## config.mk

```make
export PLATFORM = sky130hd
export DESIGN_NAME = pkt_gen_task_drr_arbiter
export DESIGN_NICKNAME = d
export VERILOG_FILES = /design/src/rtl/pkt_gen_task_drr_arbiter.sv
export SDC_FILE = /design/constraint.sdc
export NUM_CORES = 1
export LEC_CHECK = 0
export ABC_AREA = 1
export CORE_ASPECT_RATIO = 1.2
export CORE_MARGIN = 2
export CORE_UTILIZATION = 25
export CTS_CLUSTER_SIZE = 30
export DETAILED_ROUTE_END_ITERATION = 6
export SYNTH_ARGS = -nofsm -noshare
export SYNTH_HDL_FRONTEND = slang
export SYNTH_SLANG_ARGS = --single-unit
```

## constraint.sdc

```tcl
create_clock -name clk_i -period 4.4 [get_ports clk_i]
set_clock_uncertainty 0.15 [all_clocks]
set_input_delay 0.44 -clock clk_i [delete_from_list [all_inputs] [get_ports clk_i]]
set_output_delay 0.44 -clock clk_i [all_outputs]
set_load 0.02 [all_outputs]
```

## src/rtl/pkt_gen_task_drr_arbiter.sv

```systemverilog
`default_nettype none
// ============================================================================
// Module : pkt_gen_task_drr_arbiter
// Brief  : Byte-fair deficit-round-robin merge of per-engine task streams into
//          one registered task stream. Optional per-port byte counters are
//          enabled by defining PKT_GEN_TASK_DRR_ARBITER_STATS_EN.
// Rev    : 1.0
// ============================================================================
module pkt_gen_task_drr_arbiter #(
   parameter  int PORT_CNT       = 4,
   parameter  int FLOW_CNT_WIDTH = 4,
   parameter  int QUANTUM        = 1518,
   parameter  int DEFICIT_WIDTH  = 18,
   localparam int PORT_WIDTH     = (PORT_CNT == 1) ? 1 : $clog2(PORT_CNT)
) (
   input  logic                               clk_i,
   input  logic                               rst_i,
   input  logic [PORT_CNT*FLOW_CNT_WIDTH-1:0] in_flow_num_i,
   input  logic [PORT_CNT*16-1:0]             in_pkt_size_i,
   input  logic [PORT_CNT-1:0]                in_valid_i,
   output logic [PORT_CNT-1:0]                in_ready_o,
   output logic [PORT_WIDTH-1:0]              task_port_o,
   output logic [FLOW_CNT_WIDTH-1:0]          task_flow_num_o,
   output logic [15:0]                        task_pkt_size_o,
   output logic                               task_valid_o,
   input  logic                               task_ready_i
`ifdef PKT_GEN_TASK_DRR_ARBITER_STATS_EN
   ,
   input  logic [PORT_WIDTH-1:0]              stat_rd_port_i,
   output logic [31:0]                        stat_bytes_o,
   input  logic                               stat_clr_i
`endif
);

   typedef enum logic [1:0] {
      ST_VISIT = 2'd0,
      ST_SERVE = 2'd1,
      ST_SEND  = 2'd2
   } state_t;

   localparam logic [DEFICIT_WIDTH:0]  c_quantum   = (DEFICIT_WIDTH+1)'(QUANTUM);
   localparam logic [PORT_WIDTH-1:0]   c_last_port = PORT_WIDTH'(PORT_CNT - 1);

   state_t                     r_state;
   state_t                     w_state_nxt;
   logic [PORT_WIDTH-1:0]      r_cur_port;
   logic [DEFICIT_WIDTH-1:0]   r_deficit [PORT_CNT];

   logic                       w_sel_valid;
   logic [15:0]                w_sel_size;
   logic [FLOW_CNT_WIDTH-1:0]  w_sel_flow;
   logic [DEFICIT_WIDTH-1:0]   w_sel_deficit;
   logic [DEFICIT_WIDTH:0]     w_visit_sum;
   logic [DEFICIT_WIDTH-1:0]   w_visit_deficit;
   logic                       w_fits;
   logic                       w_grant;
   logic                       w_advance;

   // Everything the FSM looks at belongs to the port currently being visited.
   always_comb begin
      w_sel_valid   = 1'b0;
      w_sel_size    = '0;
      w_sel_flow    = '0;
      w_sel_deficit = '0;
      for (int p = 0; p < PORT_CNT; p++) begin
         if (r_cur_port == PORT_WIDTH'(p)) begin
            w_sel_valid   = in_valid_i[p];
            w_sel_size    = in_pkt_size_i[p*16 +: 16];
            w_sel_flow    = in_flow_num_i[p*FLOW_CNT_WIDTH +: FLOW_CNT_WIDTH];
            w_sel_deficit = r_deficit[p];
         end
      end
   end

   assign w_visit_sum     = {1'b0, w_sel_deficit} + c_quantum;
   assign w_visit_deficit = w_visit_sum[DEFICIT_WIDTH] ? '1 : w_visit_sum[DEFICIT_WIDTH-1:0];
   assign w_fits          = (w_sel_deficit >= DEFICIT_WIDTH'(w_sel_size));

   always_comb begin
      w_state_nxt = r_state;
      w_grant     = 1'b0;
      w_advance   = 1'b0;
      in_ready_o  = '0;
      case (r_state)
         ST_VISIT: w_state_nxt = ST_SERVE;
         ST_SERVE: begin
            if (w_sel_valid && w_fits) begin
               w_grant     = 1'b1;
               w_state_nxt = ST_SEND;
            end else begin
               w_advance   = 1'b1;
               w_state_nxt = ST_VISIT;
            end
         end
         ST_SEND: begin
            if (task_ready_i) begin
               w_state_nxt = ST_SERVE;
            end
         end
         default: w_state_nxt = ST_VISIT;
      endcase
      for (int p = 0; p < PORT_CNT; p++) begin
         in_ready_o[p] = w_grant && (r_cur_port == PORT_WIDTH'(p));
      end
   end

   always_ff @(posedge clk_i or posedge rst_i) begin
      if (rst_i) begin
         r_state    <= ST_VISIT;
         r_cur_port <= '0;
      end else begin
         r_state <= w_state_nxt;
         if (w_advance) begin
            r_cur_port <= (r_cur_port == c_last_port) ? '0 : r_cur_port + 1'b1;
         end
      end
   end

   // An idle port forfeits its residual; a blocked port keeps it for its next visit.
   always_ff @(posedge clk_i or posedge rst_i) begin
      if (rst_i) begin
         for (int p = 0; p < PORT_CNT; p++) begin
            r_deficit[p] <= '0;
         end
      end else begin
         for (int p = 0; p < PORT_CNT; p++) begin
            if (r_cur_port == PORT_WIDTH'(p)) begin
               if (r_state == ST_VISIT) begin
                  r_deficit[p] <= w_visit_deficit;
               end else if (r_state == ST_SERVE) begin
                  if (!w_sel_valid) begin
                     r_deficit[p] <= '0;
                  end else if (w_grant) begin
                     r_deficit[p] <= w_sel_deficit - DEFICIT_WIDTH'(w_sel_size);
                  end
               end
            end
         end
      end
   end

   always_ff @(posedge clk_i or posedge rst_i) begin
      if (rst_i) begin
         task_valid_o    <= 1'b0;
         task_port_o     <= '0;
         task_flow_num_o <= '0;
         task_pkt_size_o <= '0;
      end else if (w_grant) begin
         task_valid_o    <= 1'b1;
         task_port_o     <= r_cur_port;
         task_flow_num_o <= w_sel_flow;
         task_pkt_size_o <= w_sel_size;
      end else if ((r_state == ST_SEND) && task_ready_i) begin
         task_valid_o    <= 1'b0;
      end
   end

`ifdef PKT_GEN_TASK_DRR_ARBITER_STATS_EN
   logic [31:0] r_stat_bytes [PORT_CNT];
   logic [31:0] w_stat_rd;

   always_comb begin
      w_stat_rd = '0;
      for (int p = 0; p < PORT_CNT; p++) begin
         if (stat_rd_port_i == PORT_WIDTH'(p)) begin
            w_stat_rd = r_stat_bytes[p];
         end
      end
   end

   // Clear has priority over a coinciding grant; that grant's bytes are dropped.
   always_ff @(posedge clk_i or posedge rst_i) begin
      if (rst_i) begin
         for (int p = 0; p < PORT_CNT; p++) begin
            r_stat_bytes[p] <= '0;
         end
         stat_bytes_o <= '0;
      end else begin
         for (int p = 0; p < PORT_CNT; p++) begin
            if (stat_clr_i) begin
               r_stat_bytes[p] <= '0;
            end else if (w_grant && (r_cur_port == PORT_WIDTH'(p))) begin
               r_stat_bytes[p] <= r_stat_bytes[p] + 32'(w_sel_size);
            end
         end
         stat_bytes_o <= w_stat_rd;
      end
   end
`endif

endmodule

`default_nettype wire

```

==> results of run 1 <==
-- metrics by stage --
step                      util (%)  hold slack [ns]  instances
after floorplan                  -           0.2912        986
after global placement       31.38           0.3046       1435
after detailed placement     31.38           0.3073       1435
after CTS                    32.69           0.3270       1453
after global routing         33.17           0.3418       1461
final                        33.17           0.3257       1461
-- sequential cells by signal, indices dropped and copies added (netlist names) --
name / flops
r_cur_port: 2
task_valid_o: 1
task_port_o: 2
r_deficit: 72
task_pkt_size_o: 16
task_flow_num_o: 4
r_state: 2
-- worst min-delay path, delay by kind of cell, from the launching register on --
| kind | cells | cell delay [ns] |
|---|---|---|
| AND/OR/NAND/NOR | 2 | 0.10 |
| flip-flops | 1 | 0.34 |
-- cells in the final DEF (no fill, tap or decap), types with 3 or more instances in the layout --
| master | n |
|---|---|
| inv_1 | 61 |
| buf_12 | 6 |
| a21oi_1 | 45 |
| o31ai_1 | 19 |
| nand2_2 | 19 |
| nand4_1 | 6 |
| nand2_4 | 6 |
| nand2_1 | 435 |
| ha_1 | 13 |
| nor2_4 | 3 |
| a221oi_1 | 14 |
| a22oi_1 | 8 |
| xor2_1 | 8 |
| clkbuf_16 | 9 |
| o21ai_0 | 41 |
| xnor2_1 | 7 |
| buf_4 | 39 |
| nor2_2 | 6 |
| buf_2 | 4 |
| nand3_1 | 33 |
| nor2_1 | 62 |
| dfrtp_1 | 98 |
| inv_4 | 6 |
| a211oi_1 | 4 |
| clkdlybuf4s50_1 | 109 |
| nor3_1 | 4 |
| inv_2 | 5 |
| or2_2 | 5 |
| ha_2 | 4 |
| o21ai_2 | 5 |
| ha_4 | 4 |
-- routing by layer --
layer | wire length, um | vias to the layer above | global-route usage, %
li1 | - | 3416 | -
met5 | 0 | - | 0
met1 | 9667 | 3208 | 18.53
met3 | 1354 | 24 | 3.010
met2 | 11390 | 236 | 29.05
met4 | 355 | 0 | 4.222
-- cell families (layout without fill, tap and decap cells) --
family	after synthesis	in the layout
adders and majority gates	22	22
and+or+nand+nor	588	588
buffers and inverters	115	250
AOI/OAI and AO/OA	147	147
xor gates and xnor gates	15	15
DFF	99	99
-- what timing repair did --
| item | CTS | global route |
|---|---|---|
| pin swaps | 2 | 4 |
| setup endpoints to repair | 4 | 4 |
| cloned | 0 | 1 |
| setup buffers | 2 | 7 |
| gates resized for setup | 18 | 21 |
-- layout make-up --
| cell class | instances | area [sq um] | share of cell area (%) |
|---|---|---|---|
| clock buffer | 9 | 225.2 | 2.522 |
| clock inverter | 7 | 82.58 | 0.9248 |
| tap | 340 | 425.4 | 4.764 |
| multi-input combinational | 772 | 3870 | 43.34 |
| timing repair buffer | 161 | 1558 | 17.44 |
| inverter | 73 | 290.3 | 3.251 |
| sequential | 99 | 2479 | 27.76 |
-- worst min-delay path by stage --
stage / to / cells past startpoint / slack [ns] / startpoint
2_1_floorplan: r_deficit[16] / 2 / 0.29 / r_deficit[16]
3_3_place_gp: r_deficit[5] / 2 / 0.30 / r_deficit[5]
3_5_place_dp: r_deficit[5] / 2 / 0.31 / r_deficit[5]
4_1_cts: r_deficit[5] / 2 / 0.33 / r_deficit[5]
5_1_grt: r_deficit[6] / 2 / 0.34 / r_deficit[6]
6_report: r_deficit[5] / 2 / 0.33 / r_deficit[5]
==> impl_results.md, run 1 <==
- Peak Freq: 0.2377 GHz
- Largest net degree at the start of global routing: 56
- Antenna diodes: 0
- Total gr overflow: 0
- Post-Synth Simple-Gate Area: 35.74%
- Status: finished clean
- Worst-case clock buffer depth: 2
- Total Nets Final: 1225
- Initial antenna violation count: 0
- I/O pin total: 114
- Die Ht: 184.7 um
- Crit path kind: register to primary output
- Clk sinks: 99
- Critical Path Source: r_cur_port[1]
- Port bufs: 113
- Synth async-reset ratio: 100.0%
- Post-Syn Nets: 1095
- Reg2Reg Launch Point: r_cur_port[1]
- YS warnings: 0
- Hold Path Class: register to register
- Drt pass-1 iters: 5
- MaxCap Viol Count: 0
- Final ANT Viol Nets: 0
- Setup slack, reg-to-reg: 0.37 ns
- Final worst-path cycle share: 95.63%
- Initial Utilization: 25.27%
- Critical Path Sink: in_ready_o[0]
- Clock period minus worst slack: 4.208 ns
- Synth Instances: 986
- Final setup fails: 0
- Drc violations: 0
- WP buf/inv: 4
- Worst path depth: 18
- Most frequent cell after synthesis: nand2_1
- Wire per inst: 15.58 um
- Dpl ws: -0.05966 ns
- Setup crit end kind: primary output
- Commonest cells post-synth: nand2_1 (436), dfrtp_1 (99), nor2_1 (66)
- Synth Area in Adders: 4.157%
- Post-DP HPWL: 16430 um
- Worst path top cell family by delay: compound AO/OA/AOI/OAI gates
- Slew margin rel.: 49.95%
- Worst slew pin tran: 0.7507 ns
- Sequential fraction of the synthesis area: 36.42%
- Area leader, netlist: dfrtp_1
- Wire length of the first global-routing pass: 35470 um
- Mapped Avg Cell Area: 6.899 sq um
- Row cnt: 66
- GRT Total Usage: 15.71%
- Critical Path Fanout Max: 7
- Layout cell share with drive strength beyond 1: 12.76%
- RR Endpoint: r_deficit[11]
- Die area: 0.02855 sq mm
- Post-synth top flop: dfrtp_1
- Setup TNS: 0 ns
- Share of the synthesized area in the top cell type: 36.42%
- Post-synth EDFFs: 0
- Clock Root Buffer: clkbuf_16
- Iter 0 DRT Violations: 550
- Clk_lat worst skew: 0.36 ns
- Post-place instance area: 0.008447 sq mm
- Final wirelength: 22770 um
- Worst Reg-to-Reg Cells: 21
- Core area: 0.02692 sq mm
- Final hold violation count: 0
- Fin. max-slew vios: 0
- Vias in the first global route: 6725
- Area of the mapped netlist: 0.006803 sq mm
- Die width: 154.6 um
- H-tree depth: 3
- Worst setup SP type: register
- Slowest stage cell, crit path: dfrtp_1
- Fill cell count: 2892
- Critical Path AT: 3.62 ns
- DR vias: 6884
- Reg clk slew, reported paths: 0.07 ns
- CTS tree: yes
- Req. time, crit path: 3.81 ns
- Hold_buf cts: 0
- Post-synthesis compound-gate area fraction: 13.61%
- Cell Chain, Critical Path: inv_2 > ha_2 > inv_2 > nor2_4 > a22oi_1 > a21oi_1 > a21oi_1 > ha_2 > fa_2 > o21ai_2 > a31oi_2 > o21ai_2 > nand2_1 > nand2_2 > nand3_4 > buf_4 > nor2_4 > buf_2
- Num CTS Buffers: 9
- Fin worst setup slack: 0.1922 ns
- Post-synthesis mux area share: 0%
- RD Place Congestion: 0.9422
- Design area: 0.008930 sq mm
- Synth unique cells: 43
- Post-Synth XOR/XNOR Area: 1.931%
- Via density: 4.712
- Slowest cell delay on critical path: 0.41 ns
- Area growth syn-to-layout: 31.27%
- Synthesized flop and latch total: 99
- Synth top area cells: dfrtp_1 (36%), nand2_1 (24%), ha_1 (3.9%), nor2_1 (3.6%), inv_1 (3.5%)
- Largest family of logic cells by synthesized area: simple AND/OR/NAND/NOR gates
Power of run 1 is not shown: default switching activity piles up to over one toggle a cycle in this logic, so the estimate is an artifact.
==> run 2: changes to the inputs <==
--- a/config.mk
+++ b/config.mk
@@ -9,8 +9,9 @@
 export CORE_ASPECT_RATIO = 1.2
 export CORE_MARGIN = 2
 export CORE_UTILIZATION = 25
-export CTS_CLUSTER_SIZE = 30
+export CTS_CLUSTER_SIZE = 14
 export DETAILED_ROUTE_END_ITERATION = 6
+export DONT_BUFFER_PORTS = 1
 export SYNTH_ARGS = -nofsm -noshare
 export SYNTH_HDL_FRONTEND = slang
 export SYNTH_SLANG_ARGS = --single-unit
==> constraint.sdc (replaced) <==
create_clock -name clk_i -period 3.4 [get_ports clk_i]
set_clock_uncertainty 0.15 [all_clocks]
set_input_delay 0.34 -clock clk_i [delete_from_list [all_inputs] [get_ports clk_i]]
set_output_delay 0.34 -clock clk_i [all_outputs]
set_load 0.02 [all_outputs]
==> impl_results.md, run 2 (synthesis results as in run 1) <==
- Largest net degree at the start of global routing: 62
- Critical Path Fanout Max: 7
- MaxCap Viol Count: 0
- GRT Total Usage: 15.94%
- Largest Register: r_deficit
- Worst setup SP type: register
- Wire per inst: 15.97 um
- Total gr overflow: 0
- Hold Path Class: input port to register
- Crit path kind: register to primary output
- Total Nets Final: 1228
- Commonest non-fill, non-tap cell in the layout: nand2_1
- Slew margin rel.: 47.44%
- Worst slew pin tran: 0.7883 ns
- Post-DP HPWL: 16090 um
- Req. time, crit path: 2.91 ns
- Drc violations: 0
- Status: finished with violations
- Final wirelength: 23390 um
- H-tree depth: 3
- WP buf/inv: 3
- Wire length of the first global-routing pass: 35870 um
- Cell Chain, Critical Path: buf_6 > ha_4 > nor2_4 > buf_6 > a22oi_2 > a21oi_2 > a21oi_2 > ha_2 > fa_2 > o21ai_4 > a31oi_4 > o21ai_2 > nand2_2 > nand2_4 > nand3_4 > buf_12 > nor2_4
- Design area: 0.009588 sq mm
- Fin worst setup slack: -0.4625 ns
- Clock period minus worst slack: 3.863 ns
- Initial antenna violation count: 0
- Die area: 0.02855 sq mm
- Final setup fails: 97
- Metal3 WL: 1395 um
- Layout cell share with drive strength beyond 1: 30.07%
- RD Place Congestion: 0.8799
- Port bufs: 0
- Top flop regs: r_deficit (72), task_pkt_size_o (16), task_flow_num_o (4)
- Post-place instance area: 0.007950 sq mm
- Die width: 154.6 um
- Failing checks: setup timing
- Slowest cell delay on critical path: 0.43 ns
- CTS tree: yes
- Reg clk slew, reported paths: 0.08 ns
- Die Ht: 184.7 um
- Vias in the first global route: 7023
- Slowest stage cell, crit path: dfrtp_1
- Antenna diodes: 0
- Core area: 0.02692 sq mm
- Hold slack: 0.08086 ns
- Routed wl met2: 12070 um
- DR vias: 7141
- Setup crit end kind: primary output
- Clk sinks: 99
- Area growth syn-to-layout: 40.94%
- Worst path top cell family by delay: adder cells
- Fin. max-slew vios: 0
- Clk_lat worst skew: 0.36 ns
- Num CTS Buffers: 9
- Critical Path AT: 3.37 ns
- I/O pin total: 114
- Initial Utilization: 25.27%
- Final worst-path cycle share: 113.6%
- Row cnt: 66
- Final ANT Viol Nets: 0
- Peak Freq: 0.2589 GHz
- Clock Root Buffer: clkbuf_16
- Most frequent cells in the layout: nand2_1 (402), buf_4 (122), dfrtp_1 (99)
- Unrepaired setup endpoints after global routing: yes
- Final hold violation count: 0
- Drt pass-1 iters: 7
- Via density: 4.878
- Routed metal-1 wirelength: 8894 um
- Max Used Layer: met4
- Iter 0 DRT Violations: 501
- Worst-case clock buffer depth: 2
- Max reg flops: 72
==> run 2: changes by cell type in the layout (fill, tap and decap cells not counted), sizes merged <==
cell and change:
dlygate4sd3 +2, clkbuf +1, clkdlybuf4s15 -1, clkdlybuf4s50 -109, clkinv +1, buf +110, bufinv -1
==> run 2: worst paths after layout <==
check                                   from                 end  slack [ns]  depth (start not counted)
max                            r_cur_port[0]       in_ready_o[2]       -0.46                         17
min                        in_flow_num_i[12]  task_flow_num_o[0]        0.08                          2
max reg2reg                    r_cur_port[0]       r_deficit[40]       -0.41                         23
min reg2reg                     r_deficit[9]        r_deficit[9]        0.32                          2
max in group asynchronous              rst_i       r_deficit[42]        1.83                          3
min in group asynchronous              rst_i  task_pkt_size_o[4]        0.46                          2
==> run 2: stage by stage <==
stage | std cells | worst slack [ns] | setup TNS, ns | util, %
2_1_floorplan | 986 | -0.2752 | -13.49 | -
3_3_place_gp | 1400 | -0.3619 | -28.12 | 29.53
3_5_place_dp | 1400 | -0.3989 | -32.10 | 29.53
4_1_cts | 1448 | -0.4536 | -21.21 | 33.79
5_1_grt | 1464 | -0.5715 | -45.71 | 35.62
6_report | 1464 | -0.4625 | -32.92 | 35.62
==> run 2: per-layer routing <==
layer	GRT usage [%]	up-vias
met5	0	-
met4	7.741	0
met3	2.422	61
met2	30.34	291
met1	17.11	3360
li1	-	3429
==> run 2: worst register-to-register path, cell delays in order (launching register included) <==
cell and delay (ns):
dfrtp_1 0.43, buf_6 0.14, ha_4 0.17, nor2_4 0.21
buf_6 0.14, a22oi_2 0.05, a21oi_2 0.15, a21oi_2 0.05
ha_2 0.21, fa_2 0.42, o21ai_4 0.18, a31oi_4 0.12
o21ai_2 0.18, nand2_2 0.09, nand2_4 0.08, nand3_4 0.08
buf_4 0.15, buf_6 0.12, nand2_8 0.10, buf_12 0.12
nand2_8 0.08, clkbuf_16 0.18, nand2_1 0.06, nand2_1 0.05
==> run 2: final cells by class <==
type                            instances  area [sq um]
Timing Repair Buffer                  164          1610
Clock buffer                            9         225.2
Tap cell                              340         425.4
Fill cell                            2740         17330
Inverter                               73         330.3
Clock inverter                          7         65.06
Multi-Input combinational cell        772          4454
Sequential cell                        99          2477
==> run 2: repair_timing <==
item | in CTS | in global routing
gates cloned | 7 | 1
setup endpoints to repair | 102 | 102
pin swaps | 15 | 28
hold buffers | 2 | 0
hold endpoints to repair | 61 | 0
buffers inserted | 23 | 19
resized for setup | 103 | 102
Power of run 2 is left out for the same reason.
